`config.mk`:
```
export PLATFORM = sky130hd
export DESIGN_NAME = mgt_01_fp_cmp_pipe
export DESIGN_NICKNAME = d
export VERILOG_FILES = /design/src/rtl/mgt_01_fp_cmp_pipe_pkg.sv /design/src/rtl/mgt_01_fp_classify.sv /design/src/rtl/mgt_01_fp_cmp_pipe.sv
export SDC_FILE = /design/constraint.sdc
export NUM_CORES = 1
export LEC_CHECK = 0
export ABC_AREA = 1
export CORE_UTILIZATION = 54
export DETAILED_ROUTE_END_ITERATION = 6
export PLACE_DENSITY = 0.84
export SLEW_MARGIN = 0
export SYNTH_ARGS = -nofsm -noshare
export SYNTH_HDL_FRONTEND = slang
export SYNTH_SLANG_ARGS = --single-unit
```
`constraint.sdc`:
```
create_clock -name clk_i -period 8.3 [get_ports clk_i]
set_input_delay 1.66 -clock clk_i [delete_from_list [all_inputs] [get_ports clk_i]]
set_output_delay 1.66 -clock clk_i [all_outputs]
set_load 0.02 [all_outputs]
```
`src/rtl/mgt_01_fp_cmp_pipe_pkg.sv`:
```
// Shared types and helpers for the pipelined floating-point compare unit.
package mgt_01_fp_cmp_pipe_pkg;

  typedef enum logic [2:0] {
    FMIN_ = 3'd0,
    FMAX_ = 3'd1,
    FEQ_  = 3'd2,
    FLT_  = 3'd3,
    FLE_  = 3'd4
  } fcmp_ops;

  typedef struct packed {
    logic is_nan;
    logic is_snan;
    logic is_zero;
    logic is_inf;
  } fp_class_t;

  localparam int unsigned NAN_MAX_W = 128;

  // Canonical quiet NaN for a given format, right-aligned; callers truncate to their width.
  function automatic logic [NAN_MAX_W-1:0] canon_nan(input int unsigned exp_w,
                                                     input int unsigned mant_w);
    logic [NAN_MAX_W-1:0] one;
    one = NAN_MAX_W'(1);
    return (((one << exp_w) - one) << mant_w) | (one << (mant_w - 1));
  endfunction

endpackage

```
`src/rtl/mgt_01_fp_classify.sv`:
```
// Combinational IEEE-754 operand classifier (sign-independent classes only).
module mgt_01_fp_classify
  import mgt_01_fp_cmp_pipe_pkg::*;
#(
  parameter int unsigned EXP_W  = 8,
  parameter int unsigned MANT_W = 23
) (
  input  logic [EXP_W+MANT_W-1:0] operand,
  output fp_class_t               cls
);

  logic [EXP_W-1:0]  exp_f;
  logic [MANT_W-1:0] mant_f;
  logic              exp_ones;
  logic              exp_zero;
  logic              mant_zero;

  assign exp_f     = operand[EXP_W+MANT_W-1:MANT_W];
  assign mant_f    = operand[MANT_W-1:0];
  assign exp_ones  = &exp_f;
  assign exp_zero  = ~|exp_f;
  assign mant_zero = ~|mant_f;

  assign cls.is_nan  = exp_ones & ~mant_zero;
  assign cls.is_snan = exp_ones & ~mant_zero & ~mant_f[MANT_W-1];
  assign cls.is_zero = exp_zero & mant_zero;
  assign cls.is_inf  = exp_ones & mant_zero;

endmodule

```
`src/rtl/mgt_01_fp_cmp_pipe.sv`:
```
// Two-stage FMIN/FMAX/FEQ/FLT/FLE unit with valid/ready handshake and backpressure.
module mgt_01_fp_cmp_pipe
  import mgt_01_fp_cmp_pipe_pkg::*;
#(
  parameter int unsigned EXP_W  = 8,
  parameter int unsigned MANT_W = 23,
  parameter int unsigned TAG_W  = 5
) (
  input  logic                        clk_i,
  input  logic                        rst_i,
  input  logic                        valid_i,
  output logic                        ready_o,
  input  logic [EXP_W+MANT_W:0]       operand_a_i,
  input  logic [EXP_W+MANT_W:0]       operand_b_i,
  input  logic [2:0]                  op_i,
  input  logic [TAG_W-1:0]            tag_i,
  output logic                        valid_o,
  input  logic                        ready_i,
  output logic [EXP_W+MANT_W:0]       result_o,
  output logic                        invalid_o,
  output logic [TAG_W-1:0]            tag_o
);

  localparam int unsigned W = 1 + EXP_W + MANT_W;
  localparam logic [W-1:0] CANON_NAN = W'(canon_nan(EXP_W, MANT_W));

  fp_class_t cls_a, cls_b;
  logic      a_lt_b_c, a_eq_b_c;
  logic      accept, s1_advance, s2_advance;

  logic             s1_valid;
  logic [W-1:0]     s1_a, s1_b;
  fcmp_ops          s1_op;
  logic [TAG_W-1:0] s1_tag;
  fp_class_t        s1_cls_a, s1_cls_b;
  logic             s1_lt, s1_eq;

  logic [W-1:0] res_c;
  logic         inv_c;
  logic         unused_inf_c;

  mgt_01_fp_classify #(.EXP_W(EXP_W), .MANT_W(MANT_W)) u_cls_a (
    .operand (operand_a_i[W-2:0]),
    .cls     (cls_a)
  );

  mgt_01_fp_classify #(.EXP_W(EXP_W), .MANT_W(MANT_W)) u_cls_b (
    .operand (operand_b_i[W-2:0]),
    .cls     (cls_b)
  );

  assign s2_advance = ~valid_o | ready_i;
  assign s1_advance = ~s1_valid | s2_advance;
  assign ready_o    = s1_advance;
  assign accept     = valid_i & ready_o;

  // Total order on non-NaN values with -0 below +0; FEQ/FLT/FLE fold zeros later.
  always_comb begin
    a_lt_b_c = 1'b0;
    a_eq_b_c = (operand_a_i == operand_b_i);
    if (operand_a_i[W-1] != operand_b_i[W-1]) begin
      a_lt_b_c = operand_a_i[W-1];
    end else if (operand_a_i[W-1]) begin
      a_lt_b_c = (operand_a_i[W-2:0] > operand_b_i[W-2:0]);
    end else begin
      a_lt_b_c = (operand_a_i[W-2:0] < operand_b_i[W-2:0]);
    end
  end

  always_ff @(posedge clk_i) begin
    if (rst_i) begin
      s1_valid <= 1'b0;
    end else if (s1_advance) begin
      s1_valid <= valid_i;
    end
  end

  always_ff @(posedge clk_i) begin
    if (accept) begin
      s1_a     <= operand_a_i;
      s1_b     <= operand_b_i;
      s1_op    <= fcmp_ops'(op_i);
      s1_tag   <= tag_i;
      s1_cls_a <= cls_a;
      s1_cls_b <= cls_b;
      s1_lt    <= a_lt_b_c;
      s1_eq    <= a_eq_b_c;
    end
  end

  // Infinities need no special handling: the bit-pattern ordering already places them.
  assign unused_inf_c = s1_cls_a.is_inf ^ s1_cls_b.is_inf;

  always_comb begin
    logic any_nan, any_snan, both_zero, pick_a;
    res_c     = '0;
    inv_c     = 1'b0;
    any_nan   = s1_cls_a.is_nan | s1_cls_b.is_nan;
    any_snan  = s1_cls_a.is_snan | s1_cls_b.is_snan;
    both_zero = s1_cls_a.is_zero & s1_cls_b.is_zero;
    pick_a    = (s1_op == FMIN_) ? s1_lt : ~s1_lt;
    case (s1_op)
      FEQ_: begin
        res_c = W'(~any_nan & (s1_eq | both_zero));
        inv_c = any_snan;
      end
      FLT_: begin
        res_c = W'(~any_nan & s1_lt & ~both_zero);
        inv_c = any_nan;
      end
      FLE_: begin
        res_c = W'(~any_nan & (s1_lt | s1_eq | both_zero));
        inv_c = any_nan;
      end
      default: begin
        if (s1_cls_a.is_nan & s1_cls_b.is_nan) begin
          res_c = CANON_NAN;
        end else if (s1_cls_a.is_nan) begin
          res_c = s1_b;
        end else if (s1_cls_b.is_nan) begin
          res_c = s1_a;
        end else begin
          res_c = pick_a ? s1_a : s1_b;
        end
        inv_c = ((s1_op == FMIN_) | (s1_op == FMAX_)) & any_snan;
      end
    endcase
  end

  always_ff @(posedge clk_i) begin
    if (rst_i) begin
      valid_o   <= 1'b0;
      result_o  <= '0;
      invalid_o <= 1'b0;
      tag_o     <= '0;
    end else if (s2_advance) begin
      valid_o <= s1_valid;
      if (s1_valid) begin
        result_o  <= res_c;
        invalid_o <= inv_c;
        tag_o     <= s1_tag;
      end
    end
  end

endmodule

```
# == Yosys cells after proc, flatten, opt, wreduce, memory -nomap -nowiden ==
# Cells that the tools add are included.
# totals
memories,0
out_inout_bits,40
regBits,120
elab_cells,76
ramBits,0
mem_bits_ro,0
latchBits,0
# op_classes
n_eq_ne,6
bitwise_logic,29
shift,0
multipliers,0
div,0
mux,9
n_lt_le_gt_ge,2
reduce_logical,13
add_sub_neg,0
# op_table
operator,count
2-to-1 mux 32 bit,4
bitwise AND 32 x 1 -> 32 bit,3
one-hot mux 32 bit (3 select lines),1
inverter 1 -> 32 bit,2
OR reduction 23 bit,2
bitwise AND 32 bit,1
equality test 32 bit,1
> comparator 31 bit,1
less-than comparator 31 bit,1
AND reduction 8 bit,2
OR reduction 8 bit,2
bitwise AND 1 bit,10
OR 1 bit,8
"equality test 3 x 2 -> 1 bit, second input constant",2
inverter 1 bit,5
zero test 1 bit,4
"equality test 3 x 1 -> 1 bit, second input constant",1
"equality test 3 bit, second input constant",1
zero test 3 bit,1
2-to-1 mux 1 bit,3
one-hot mux 1 bit (2 select lines),1
AND reduction 2 bit,1
OR reduction 2 bit,1
!= test 1 bit,1

# == Depth between registers and ports, before layout ==
# depth
ltp_word,7
mapped_depth,15
depth_no_buf,15

# == Modules after synthesis ==
# From an unflattened synthesis, not the netlist that was laid out.
# unflattened
cells_unflattened,616
hier_area_um2,5754.3
# modules_own_cells
module,n_inst,cells_each,area_per_inst_um2
mgt_01_fp_cmp_pipe,1,550,5479.0
mgt_01_fp_classify,2,33,137.6

# == Least setup slack after synthesis ==
# OpenSTA, ideal clock, no wires.
# synth_timing
path_kind,input to register
start,input ready_i
end,register s1_a[0] (enable)
t_arrival_ps,3562
cell_stages,4
path_buffers,0
required_time_ps,7866
slack_ps,4304
cell_sequence,inv_2 nand3_1 nand2_1 inv_1
# synth_via
elab_chain_cells,3
# synth_rtl
element,line_no,text
start: declaration,mgt_01_fp_cmp_pipe.sv:18,"input logic ready_i,"
OR 1 bit,mgt_01_fp_cmp_pipe.sv:52,assign s2_advance = ~valid_o | ready_i;
OR 1 bit,mgt_01_fp_cmp_pipe.sv:53,assign s1_advance = ~s1_valid | s2_advance;
net ready_o,mgt_01_fp_cmp_pipe.sv:12,"output logic ready_o,"
bitwise AND 1 bit,mgt_01_fp_cmp_pipe.sv:55,assign accept = valid_i & ready_o;
net accept,mgt_01_fp_cmp_pipe.sv:29,"logic accept, s1_advance, s2_advance;"
end signal: assignment,mgt_01_fp_cmp_pipe.sv:80,s1_a <= operand_a_i;
end: declaration,mgt_01_fp_cmp_pipe.sv:32,"logic [W-1:0] s1_a, s1_b;"
# The timed path passes the listed nets, and every way through them passes these cells.
# A chain may end at the register's enable or synchronous reset.

# == Worst setup path in the final report ==
# layout_timing
start,input ready_i
end,output ready_o
# layout_via
elab_chain_cells,2
# layout_rtl
element,line_no
OR 1 bit,mgt_01_fp_cmp_pipe.sv:52
OR 1 bit,mgt_01_fp_cmp_pipe.sv:53
end: declaration,mgt_01_fp_cmp_pipe.sv:12
# No other way between the ends.

==> results.toml <==
[setup_path]
cp_slowest_cell = "clkdlybuf4s50_1"
r2r_cells = 7
cp-start-kind = "primary input"
crit_fanout = 3
cp_num_buf_inv = 3
r2r_setup_slack_ns = 5.82
crit_type = "in -> out"
endpoint_kind = "output port"
critical_path_required_ns = 6.64
timing.rr.start = "s1_op[1]$_DFFE_PP_"
cp_slowest_stage_delay_ns = 0.62
worst_path_dominant_cell_family = "buffers and inverters"
path_common_cell = "clkdlybuf4s50_1"
crit_start = "ready_i"
cp_data_arrival_time_ns = 2.88
path_cells = "clkdlybuf4s50_1 > inv_2 > nand3_1 > clkdlybuf4s50_1"
reg2reg_to = "result_o[27]$_SDFFE_PP0P_"

[clock_network]
htreeDepth = 4
clock_latency_ns = 0.52
cts_resized = 0
postCtsHoldBufs = 0
clock-sinks = 120
root_buffer = "clkbuf_8"
clkTransAtPathRegs_ns = 0.06
cts_setup_buffers = 0
cts_buffers = 17
clockBufferDepth = 2
cts_tree = "built"

[floorplanning]
dieWidth_um = 104
rows = 36
coreArea_um2 = 9950
fp.dieH_um = 104
die_area_um2 = 10900
initial_core_util = 0.566
ios = 116

[layout]
layout_commonest_cell = "nand2_1"
drive_gt1_frac = 0.0598
fin_nets = 813
final_cell_mix = "nand2_1 (129), clkdlybuf4s50_1 (115), inv_1 (81)"
antennaDiodeCount = 0
final_util = 0.748
stdcell_area_um2 = 7450
area_growth_pct = 32.1

[logic_synthesis]
ys_warn_count = 0
synth_top_area_cell = "edfxtp_1"
synth_area_um2 = 5640
synth_top_area_share = 0.426
ys_seq_area_frac = 0.568
yosysUniqueCellTypes = 28
synth_area_leaders = "edfxtp_1 (43%), dfxtp_1 (14%), nand2_1 (8.6%)"
synth-seq-cells = 120
syn_area_per_cell_um2 = 9.60
synth.net_count = 694
netlist_instances = 587

[timing]
min_period_ns = 4.54
finalCritPeriodShare = 0.547
worst_pin_slew_ns = 1.01
setup_violations = 0
rsz0062_at_grt = "false"
fmax_mhz = 220
final_max_slew_viol_count = 0
final.setup.tns_ns = 0
slew_headroom = 0.330
hold_violations = 0
finalClockSkew_ns = 0.0119

[route]
dr.pass1.iters = 7
vias_per_cell = 5.55
avgRoutedWirePerCell_um = 16.9
dr.first_iter.drc_count = 474
drcViolationCount = 0
wirelength_um = 14400
ant_nets = 0
vias = 4731

[power]
p_leak_nw = 3.07
power_density_nw_per_um2 = 214
ir_worst_vdd_mv = 0.193

[placement]
hpwl_um = 9520
dpl_cell_area_um2 = 6880
gp_congestion = 0.876
port_buffers = 115

[global_routing]
grt_pass1_wl_um = 23000
grtUsageTotal = 0.275
grt_overflow_total = 0
grt_max_degree = 81
antenna_found_initial = 0
grt_pass1_vias = 4726

[job]
cap_violations = 0

[worst_hold_path]
hp-class = "reg -> reg"
hold_depth = 2
min_from = "result_o[13]$_SDFFE_PP0P_"
min_to = "result_o[13]$_SDFFE_PP0P_"

[outcome]
status = "completed"
[final cells by class]
| type | count | area, um^2 |
|---|---|---|
| Clock buffer | 21 | 482 |
| Clock inverter | 11 | 90.1 |
| Sequential cell | 120 | 3200 |
| Timing Repair Buffer | 120 | 1190 |
| Multi-Input combinational cell | 364 | 2010 |
| Inverter | 83 | 312 |
| Tap cell | 133 | 166 |
| Fill cell | 660 | 2510 |
[worst min-delay path, cell delays in order, from the launching register on]
cell     delay (ns)
dfxtp_1        0.31
nand2_1        0.06
a21oi_1        0.05
[worst max-delay path by stage]
stage	end	depth (start not counted)	slack (ns)
2_1_floorplan	s1_a[0]$_DFFE_PP_	4	4.30
3_3_place_gp	ready_o	4	3.78
3_5_place_dp	ready_o	4	3.75
4_1_cts	ready_o	4	3.75
5_1_grt	ready_o	4	3.71
6_report	ready_o	4	3.76
[where the power goes]
group	switching (mW)	internal (mW)
Clock	0.264	0.438
Sequential	0.0124	0.674
Combinational	0.116	0.0869
[per-layer routing]
layer / vias up / share of wire / GRT usage
met2: 255 / 0.49 / 0.468
met1: 2215 / 0.41 / 0.349
met4: 0 / 0.022 / 0.0888
met3: 41 / 0.080 / 0.0583
li1: 2220 / - / -
met5: - / 0 / 0
[cell families (layout without fill, tap and decap cells)]
family,after synthesis,count (layout),synth area share
and+or+nand+nor,271,271,0.226
DFF,120,120,0.568
buffers and inverters,103,235,0.0759
AOI/OAI and AO/OA,61,61,0.0590
adders and majority gates,31,31,0.0688
xor gates and xnor gates,1,1,0.00155
[flip-flops by register name, indices dropped and copies added (netlist names)]
register   cells
invalid_o      1
s1_b          32
s1_tag         5
s1_valid       1
s1_cls_a       3
s1_op          3
s1_a          32
tag_o          5
s1_lt          1
s1_eq          1
s1_cls_b       3
valid_o        1
result_o      32
[metrics by stage]
stage	hold slack, ns	total power, mW	setup WS [ns]	std cells
after floorplan	0.467	0.803	4.30	587
after global placement	0.453	0.888	3.78	820
after detailed placement	0.458	0.896	3.75	820
after CTS	0.468	1.59	3.75	852
after global routing	0.486	1.64	3.71	852
final	0.467	1.59	3.76	852
[synth_stat cells]
library cell	instances
buf_2	3
nor4_1	11
o21ai_0	9
a21oi_2	2
nand3_1	38
nand3b_1	33
a31oi_1	1
buf_6	4
a21o_1	2
buf_4	2
a21oi_1	45
nor3_1	3
nor2_1	40
nor2_4	1
nand2_4	1
dfxtp_1	40
o21ai_4	1
clkbuf_1	11
xor2_1	1
nand2_2	1
nor3_2	1
o211ai_1	1
ha_1	31
edfxtp_1	80
inv_1	82
nand4_1	13
nand2_1	129
inv_2	1
(Power assumes the default switching activity.)
